[src/rtl/fd_fir_folded.sv]
// Folded multi-channel fractional-delay FIR filter.
// One multiply-accumulate unit is shared across all taps, processing one tap
// per cycle. Every channel has its own delay line, and all channels share one
// set of runtime-programmable coefficients. Both the input and output sides
// use valid/ready handshakes.
//
// state | meaning
// IDLE  | waiting for a sample; coefficient writes allowed
// MAC   | accumulating one tap per cycle for the latched channel
// OUT   | result held on m_* until downstream takes it
module fd_fir_folded #(
  parameter int DATA_W = 16,
  parameter int COEF_W = 16,
  parameter int FRAC_W = 14,
  parameter int NTAPS  = 6,
  parameter int NCH    = 2,
  parameter int ACC_W  = 40,
  localparam int CH_W  = (NCH > 1) ? $clog2(NCH) : 1,
  localparam int TAP_W = $clog2(NTAPS)
) (
  input  logic              clk,
  input  logic              rst_n,
  input  logic              s_valid,
  output logic              s_ready,
  input  logic [CH_W-1:0]   s_chan,
  input  logic [DATA_W-1:0] s_data,
  input  logic              coef_we,
  input  logic [TAP_W-1:0]  coef_addr,
  input  logic [COEF_W-1:0] coef_data,
  output logic              m_valid,
  input  logic              m_ready,
  output logic [CH_W-1:0]   m_chan,
  output logic [DATA_W-1:0] m_data,
  output logic              m_sat,
  output logic              err
);

  localparam int PROD_W = DATA_W + COEF_W;
  localparam logic signed [ACC_W-1:0] HALF  = ACC_W'(1) << (FRAC_W - 1);
  localparam logic signed [ACC_W-1:0] Y_MAX = ACC_W'((2 ** (DATA_W - 1)) - 1);
  localparam logic signed [ACC_W-1:0] Y_MIN = -Y_MAX - 1;

  typedef enum logic [1:0] {IDLE, MAC, OUT} state_t;

  state_t state, state_next;

  logic signed [DATA_W-1:0] xline [NCH][NTAPS];
  logic signed [COEF_W-1:0] coef  [NTAPS];
  logic signed [ACC_W-1:0]  acc;
  logic [TAP_W-1:0]         tap;
  logic [CH_W-1:0]          chan;

  logic chan_bad, addr_bad;
  logic accept, coef_ok, last_tap;
  logic signed [DATA_W-1:0] x_sel;
  logic signed [COEF_W-1:0] c_sel;
  logic signed [PROD_W-1:0] prod;
  logic signed [ACC_W-1:0]  acc_sum, acc_half, acc_shr;
  logic                     y_over, y_under;
  logic [DATA_W-1:0]        y;

  // Out-of-range checks only exist when the index width can express them.
  if ((2 ** CH_W) > NCH) begin : g_chan_chk
    assign chan_bad = (s_chan >= CH_W'(NCH));
  end else begin : g_chan_full
    assign chan_bad = 1'b0;
  end

  if ((2 ** TAP_W) > NTAPS) begin : g_addr_chk
    assign addr_bad = (coef_addr >= TAP_W'(NTAPS));
  end else begin : g_addr_full
    assign addr_bad = 1'b0;
  end

  assign s_ready  = (state == IDLE);
  assign accept   = s_ready && s_valid && !chan_bad;
  assign coef_ok  = s_ready && coef_we && !addr_bad;
  assign last_tap = (tap == TAP_W'(NTAPS - 1));

  // Full-precision product, then round half-up and clamp to the sample range.
  assign x_sel    = xline[chan][tap];
  assign c_sel    = coef[tap];
  assign prod     = x_sel * c_sel;
  assign acc_sum  = acc + {{(ACC_W - PROD_W){prod[PROD_W-1]}}, prod};
  assign acc_half = acc_sum + HALF;
  assign acc_shr  = acc_half >>> FRAC_W;
  assign y_over   = (acc_shr > Y_MAX);
  assign y_under  = (acc_shr < Y_MIN);
  assign y        = y_over  ? Y_MAX[DATA_W-1:0] :
                    y_under ? Y_MIN[DATA_W-1:0] : acc_shr[DATA_W-1:0];

  // State register.
  always_ff @(posedge clk or negedge rst_n) begin
    if (!rst_n) state <= IDLE;
    else        state <= state_next;
  end

  // Next-state logic.
  always_comb begin
    state_next = state;
    case (state)
      IDLE:    if (accept)   state_next = MAC;
      MAC:     if (last_tap) state_next = OUT;
      OUT:     if (m_ready)  state_next = IDLE;
      default: state_next = IDLE;
    endcase
  end

  // Coefficient bank, written only while idle.
  always_ff @(posedge clk or negedge rst_n) begin
    if (!rst_n) begin
      for (int k = 0; k < NTAPS; k++) coef[k] <= '0;
    end else if (coef_ok) begin
      coef[coef_addr] <= coef_data;
    end
  end

  // Per-channel delay lines; only the addressed channel shifts.
  always_ff @(posedge clk or negedge rst_n) begin
    if (!rst_n) begin
      for (int c = 0; c < NCH; c++)
        for (int k = 0; k < NTAPS; k++) xline[c][k] <= '0;
    end else if (accept) begin
      for (int c = 0; c < NCH; c++) begin
        if (s_chan == CH_W'(c)) begin
          for (int k = NTAPS - 1; k > 0; k--) xline[c][k] <= xline[c][k-1];
          xline[c][0] <= s_data;
        end
      end
    end
  end

  // Accumulator, tap counter and latched channel.
  always_ff @(posedge clk or negedge rst_n) begin
    if (!rst_n) begin
      acc  <= '0;
      tap  <= '0;
      chan <= '0;
    end else if (accept) begin
      acc  <= '0;
      tap  <= '0;
      chan <= s_chan;
    end else if (state == MAC) begin
      acc <= acc_sum;
      tap <= last_tap ? '0 : tap + 1'b1;
    end
  end

  // Output register: loaded on the last tap, held until the handshake.
  always_ff @(posedge clk or negedge rst_n) begin
    if (!rst_n) begin
      m_valid <= 1'b0;
      m_chan  <= '0;
      m_data  <= '0;
      m_sat   <= 1'b0;
    end else if (state == MAC && last_tap) begin
      m_valid <= 1'b1;
      m_chan  <= chan;
      m_data  <= y;
      m_sat   <= y_over || y_under;
    end else if (m_valid && m_ready) begin
      m_valid <= 1'b0;
    end
  end

  // Error pulse: bad channel consumed, or coefficient write rejected.
  always_ff @(posedge clk or negedge rst_n) begin
    if (!rst_n) err <= 1'b0;
    else        err <= (s_ready && s_valid && chan_bad) ||
                       (coef_we && (!s_ready || addr_bad));
  end

endmodule
[config.mk]
export PLATFORM = sky130hd
export DESIGN_NAME = fd_fir_folded
export DESIGN_NICKNAME = d
export VERILOG_FILES = /design/src/rtl/fd_fir_folded.sv
export SDC_FILE = /design/constraint.sdc
export NUM_CORES = 1
export LEC_CHECK = 0
export ABC_AREA = 0
export CORE_ASPECT_RATIO = 1.5
export CORE_MARGIN = 5
export CORE_UTILIZATION = 35
export CTS_CLUSTER_SIZE = 12
export DETAILED_ROUTE_END_ITERATION = 10
export MAX_ROUTING_LAYER = met4
export PLACE_DENSITY = 0.55
export SLEW_MARGIN = 15
export SYNTH_ARGS = -nofsm -noshare
export SYNTH_HDL_FRONTEND = slang
export SYNTH_SLANG_ARGS = --single-unit
export TNS_END_PERCENT = 100
[constraint.sdc]
create_clock -name clk -period 31.3 [get_ports clk]
set_input_delay 9.39 -clock clk [delete_from_list [all_inputs] [get_ports clk]]
set_output_delay 9.39 -clock clk [all_outputs]
set_load 0.03 [all_outputs]
Word-level counts from Yosys, hierarchy flattened. Index checks and enable logic that the tools add are counted.

Register bits: 354. Output and inout bits: 21. Word-level logic and storage cells: 90.

Add/sub/neg operators: 3. Multipliers: 1. Order comparisons: 7. Equality and inequality tests: 6. Muxes and demuxes: 25. Bitwise logic cells: 4. Reduce and logical (&&, ||, !) cells: 17.

Operators by type and width (number): 2-to-1 mux 96 bit (3); 2-to-1 mux 16 bit (7); binary-select mux 16 bit (select 3 bit) (2); bitwise mux 96 bit (1); 2-to-1 mux 40 bit (2); demux 16 bit (select 3 bit) (1); adder 40 x 15 -> 40 bit, second input constant (1); adder 40 bit (1); multiplier 16 x 16 -> 32 bit (1); > comparator 26 x 16 -> 1 bit, second input constant (1); < comparator 26 x 16 -> 1 bit, second input constant (1); 2-to-1 mux 3 bit (3); greater-or-equal comparator 4 bit, second input constant (2); inverter 3 -> 4 bit (2); logical AND 1 bit (7); 2-to-1 mux 2 bit (3); case mux 2 bit (3 select lines) (1); < comparator 4 x 1 -> 1 bit, second input constant (1); inequality test 2 bit, second input constant (2); AND reduction 2 bit (2); nonzero test 2 bit (2); adder 3 x 1 -> 3 bit, second input constant (1); == test 3 bit, second input constant (1); greater-or-equal comparator 3 bit, second input constant (1); other kinds (11) (14).

Logic depth before layout (Yosys ltp).
Word-level depth: 13. Depth in mapped cells: 49. Gate-level depth less buffers: 43.

Worst setup path after synthesis. OpenSTA, ideal clock, no wires.

Path kind: reg2reg. Start point: register chan. End point: register m_data[8]. Setup time: 121 ps. Arrival: 11677 ps. Data required time: 31179 ps. Setup slack: 19502 ps. Cell stages (with the launch flop): 46. Clock period less this slack: 11798 ps. Cell sequence: dfrtp_1 > buf_1 > buf_1 > clkbuf_1 > mux2_2 > a21oi_1 > o22a_1 > nor2_1 > fa_1 > inv_1 > fa_1 > fa_1 > inv_1 > fa_1 > fa_1 > inv_1 > fa_1 > inv_1 > [10 not listed] > a211oi_1 > ha_1 > clkbuf_1 > a21o_1 > a31oi_1 > o22ai_1 > a21o_1 > a41oi_1 > xor2_1 > or4b_1 > nor4_2 > nand2_1 > nor4_1 > o21ai_1 > a22oi_2 > buf_4 > nor2_1 > o22a_1.

Cells in the longest elaborated chain, start to end: 13.

RTL lines: start: declaration (RTL line 51) `logic [CH_W-1:0] chan;`; start signal: assignment (RTL line 142) `chan <= s_chan;`; inverter 1 -> 2 bit (not written as such) (*) (RTL line 81) `assign x_sel = xline[chan][tap];`; 2-to-1 mux 96 bit (not written as such) (*) (3 in series) (RTL line 81); binary-select mux 16 bit (select 3 bit) (*) (RTL line 81); 2-to-1 mux 16 bit (not written as such) (*) (2 in series) (RTL line 81); multiplier 16 x 16 -> 32 bit (*) (RTL line 83) `assign prod = x_sel * c_sel;`; adder 40 bit (*) (RTL line 84) `assign acc_sum = acc + {{(ACC_W - PROD_W){prod[PROD_W-1]}}, prod};`; adder 40 x 15 -> 40 bit (*) (RTL line 85) `assign acc_half = acc_sum + HALF;`; < comparator 26 x 16 -> 1 bit (RTL line 88) `assign y_under = (acc_shr < Y_MIN);`; 2-to-1 mux 16 bit (RTL line 90) `y_under ? Y_MIN[DATA_W-1:0] : acc_shr[DATA_W-1:0];`; 2-to-1 mux 16 bit (*) (RTL line 89) `assign y = y_over ? Y_MAX[DATA_W-1:0] :`; end signal: assignment (RTL line 159) `m_data <= y;`; end: declaration (RTL line 33) `output logic [DATA_W-1:0] m_data,`.

Every way passes the cells marked *; elsewhere a longest branch is shown, timed or not. The select of a mux whose other input is x is not followed. A chain may end at the register's enable or synchronous reset.

Worst setup path in the final report.
Start point: register tap[0]. End point: register m_data[2].

Cells in the longest elaborated chain, start to end: 10.

RTL lines: start: declaration (RTL line 50) `logic [TAP_W-1:0] tap;`; start signal: assignment (RTL line 145) `tap <= last_tap ? '0 : tap + 1'b1;`; inverter 3 -> 4 bit (not written as such) (RTL line 81, 82); binary-select mux 16 bit (select 3 bit), on equally long branches (RTL line 81, 82); 2-to-1 mux 16 bit, on equally long branches (2 in series) (RTL line 81, 82); multiplier 16 x 16 -> 32 bit (RTL line 83); adder 40 bit (RTL line 84); adder 40 x 15 -> 40 bit (RTL line 85); < comparator 26 x 16 -> 1 bit (RTL line 88); 2-to-1 mux 16 bit (RTL line 90); 2-to-1 mux 16 bit (RTL line 89).

Several ways; a longest one is shown, not always the timed one. The select of a mux whose other input is x is not followed.

==> impl_metrics.json <==
{
  "clk_latency_ps": 600,
  "cts-root-buf": "clkbuf_16",
  "synth.area.top_cells": "dfrtp_1, fa_1, mux2_2, ha_1, inv_1",
  "die_area_um2": 87100,
  "clock_skew_ps": 40.6,
  "die_h_um": 359,
  "synth_compound_area_share_pct": 8.71,
  "tightest_slew_ps": 1170,
  "postCtsHoldBufs": 0,
  "routabilityCongestion": 0.957,
  "grt_overflow_total": 0,
  "io-pin-count": 62,
  "antenna_found_initial": 0,
  "area_delta_synth_final_pct": 10.9,
  "slew_headroom_pct": 22.2,
  "wirelength_mm": 75.0,
  "yosysWarningCount": 0,
  "cp_max_fo": 56,
  "synth_ff_type": "dfrtp_1",
  "synth_top_cell_by_area": "dfrtp_1",
  "synth_top_family_by_area": "adder cells",
  "n_antenna_cell": 0,
  "coreArea_um2": 80900,
  "hold_path_startpoint": "acc[16]",
  "grt_usage_pct": 17.8,
  "syn_avg_cell_area_um2": 10.7,
  "drive_above_1_share_pct": 18.1,
  "synthAdderAreaFrac_pct": 24.0,
  "rows": 128,
  "post-dp-hpwl_mm": 57.3,
  "post_drt_wl_per_cell_um": 20.0,
  "syn-num-nets": 3089,
  "grt_max_degree": 199,
  "multi_input_area_um2": 17800,
  "period_minus_slack_ps": 13790,
  "post_cts_resized": 0,
  "slowest_delay_ps": 870,
  "initialDrtViolationCount": 1021,
  "hold_depth": 2,
  "numClockSinks": 354,
  "fill_cells": 7832,
  "htree_levels": 2,
  "synth_edf_count": 0,
  "synth_cell_types": 90,
  "synth_top_area_share_pct": 31.2,
  "ys_ff_latch": 354,
  "tns_ps": 0,
  "drt-pass1-iter-count": 5,
  "start_util_pct": 35.1,
  "startpoint_type": "flop",
  "nNetsFinal": 3117,
  "arrival_ps": 14280,
  "cap_violations": 0,
  "cts_setup_buffers": 0,
  "fin_crit_sh_pct": 44.1,
  "hold_class": "flop to flop",
  "clock_path_buffers": 3,
  "cts_buffers": 38,
  "synthesis.area_um2": 28400,
  "vias_per_cell": 5.25,
  "ff2ff_path_depth": 42,
  "hold_end": "acc[16]",
  "fmax_mhz": 72.5,
  "synth_cells": 2660,
  "rsz0062_at_grt": "no",
  "synth_xor_area_share_pct": 2.27,
  "seq_area_frac_synth_pct": 31.2,
  "cts_tree": "yes",
  "io_buffer_count": 61,
  "num_vias": 19700,
  "grt_first_pass_wirelength_mm": 121,
  "die_width_um": 243,
  "muxShareOfSynthArea_pct": 17.7,
  "cp_common_cell": "fa_1",
  "ant_nets": 0,
  "path_class": "flop to flop",
  "status": "finished clean",
  "synthSimpleGateAreaFrac_pct": 9.67,
  "r2r-start": "tap[0]",
  "reg2reg_to": "m_data[2]",
  "slew_violations": 0,
  "hold_viol_final": 0,
  "crit_path_end_kind": "flop",
  "grt_pass1_vias": 21600,
  "rrSetupSlack_ps": 17510,
  "cts.reportedPaths.clkPinSlew_ps": 80,
  "critPathRequiredTime_ps": 31780,
  "setup_violations": 0,
  "drc": 0,
  "cp_slowest_cell": "dfrtp_4",
  "async_reset_ff_share_pct": 100,
  "ff_latch_area_um2": 8870
}
## worst max path at each step
stage / startpoint / to / slack (ps)
global placement: tap[0] / m_data[1] / 17840
floorplan: chan / m_data[8] / 19500
finish: tap[0] / m_data[2] / 17510
detailed placement: tap[0] / m_data[2] / 17500
CTS: tap[0] / m_data[2] / 17470
global route: tap[0] / m_data[8] / 16320
## stage by stage
step,utilization (%),worst slack [ps],area [µm²],hold slack (ps),cells
2_1_floorplan,-,19500,28400,450,2660
3_3_place_gp,37.4,17840,30300,469,3687
3_5_place_dp,37.4,17500,30300,476,3687
4_1_cts,38.9,17470,31500,492,3746
5_1_grt,39.0,16320,31500,513,3747
6_report,39.0,17510,31500,486,3747
## critical path, delay by kind of cell (launching register included)
family	cells	cell delay (ps)
multiplexers	2	410
buffers and inverters	6	1260
AND/OR/NAND/NOR	9	1790
AO/OA/AOI/OAI	17	5850
adder cells (fa/ha/maj)	8	3420
flip-flops	1	870
## cells by family after synthesis
group | count (synthesis)
AOI/OAI and AO/OA | 362
xor gates and xnor gates | 72
adders and majority gates | 388
buffers and inverters | 482
DFF | 354
muxes | 394
and+or+nand+nor | 608
## cells in the final DEF (no fill, tap or decap), types with 39 or more instances in the layout
cell type and count:
mux2_2 298, fa_1 263, mux2i_1 39, ha_1 125, xnor2_1 50, inv_1 368, clkdlybuf4s50_1 60, nand2_1 225
dfrtp_1 351, o21ai_0 67, mux4_2 57, a21oi_1 82, nor2_1 195
## synth_stat cells, types with 10 or more instances
master	number
or3_1	11
o21bai_1	10
mux2_2	298
nand4_1	15
nor2b_1	19
nor2_1	199
xnor2_1	50
nor3_1	30
a21oi_1	82
xor2_1	21
o22a_1	26
mux4_2	57
clkbuf_1	90
ha_1	125
and3_1	17
o21a_1	16
nand2_1	225
mux2i_1	39
buf_1	13
nand2b_1	16
a211oi_1	18
inv_1	368
o21ai_0	68
nand3_1	26
dfrtp_1	354
o22ai_1	11
a22o_1	13
o21ai_1	11
and2_1	15
a21o_1	24
fa_1	263
## final cells by class
cell class / instances / area share, %
inverter: 370 / 4.41
timing repair buffer: 100 / 2.98
clock inverter: 9 / 0.623
tap: 1040 / 4.13
sequential: 354 / 28.1
clock buffer: 50 / 3.32
multi-input combinational: 1824 / 56.4
## layer usage
metal,track usage [%],routed length [µm]
met5,-,0
met4,8.39,4040
met3,1.73,2050
met2,32.6,40500
met1,19.3,28400
## flip-flops by register name, summed over array words and instances, names as in the netlist, 2 cells and up
| register | count |
|---|---|
| coef | 96 |
| xline | 192 |
| tap | 3 |
| acc | 40 |
| state | 2 |
| m_data | 16 |
Power is left out: the tool's default activity adds up to more than one toggle a clock period on the data nets, which glitch-free logic cannot reach.
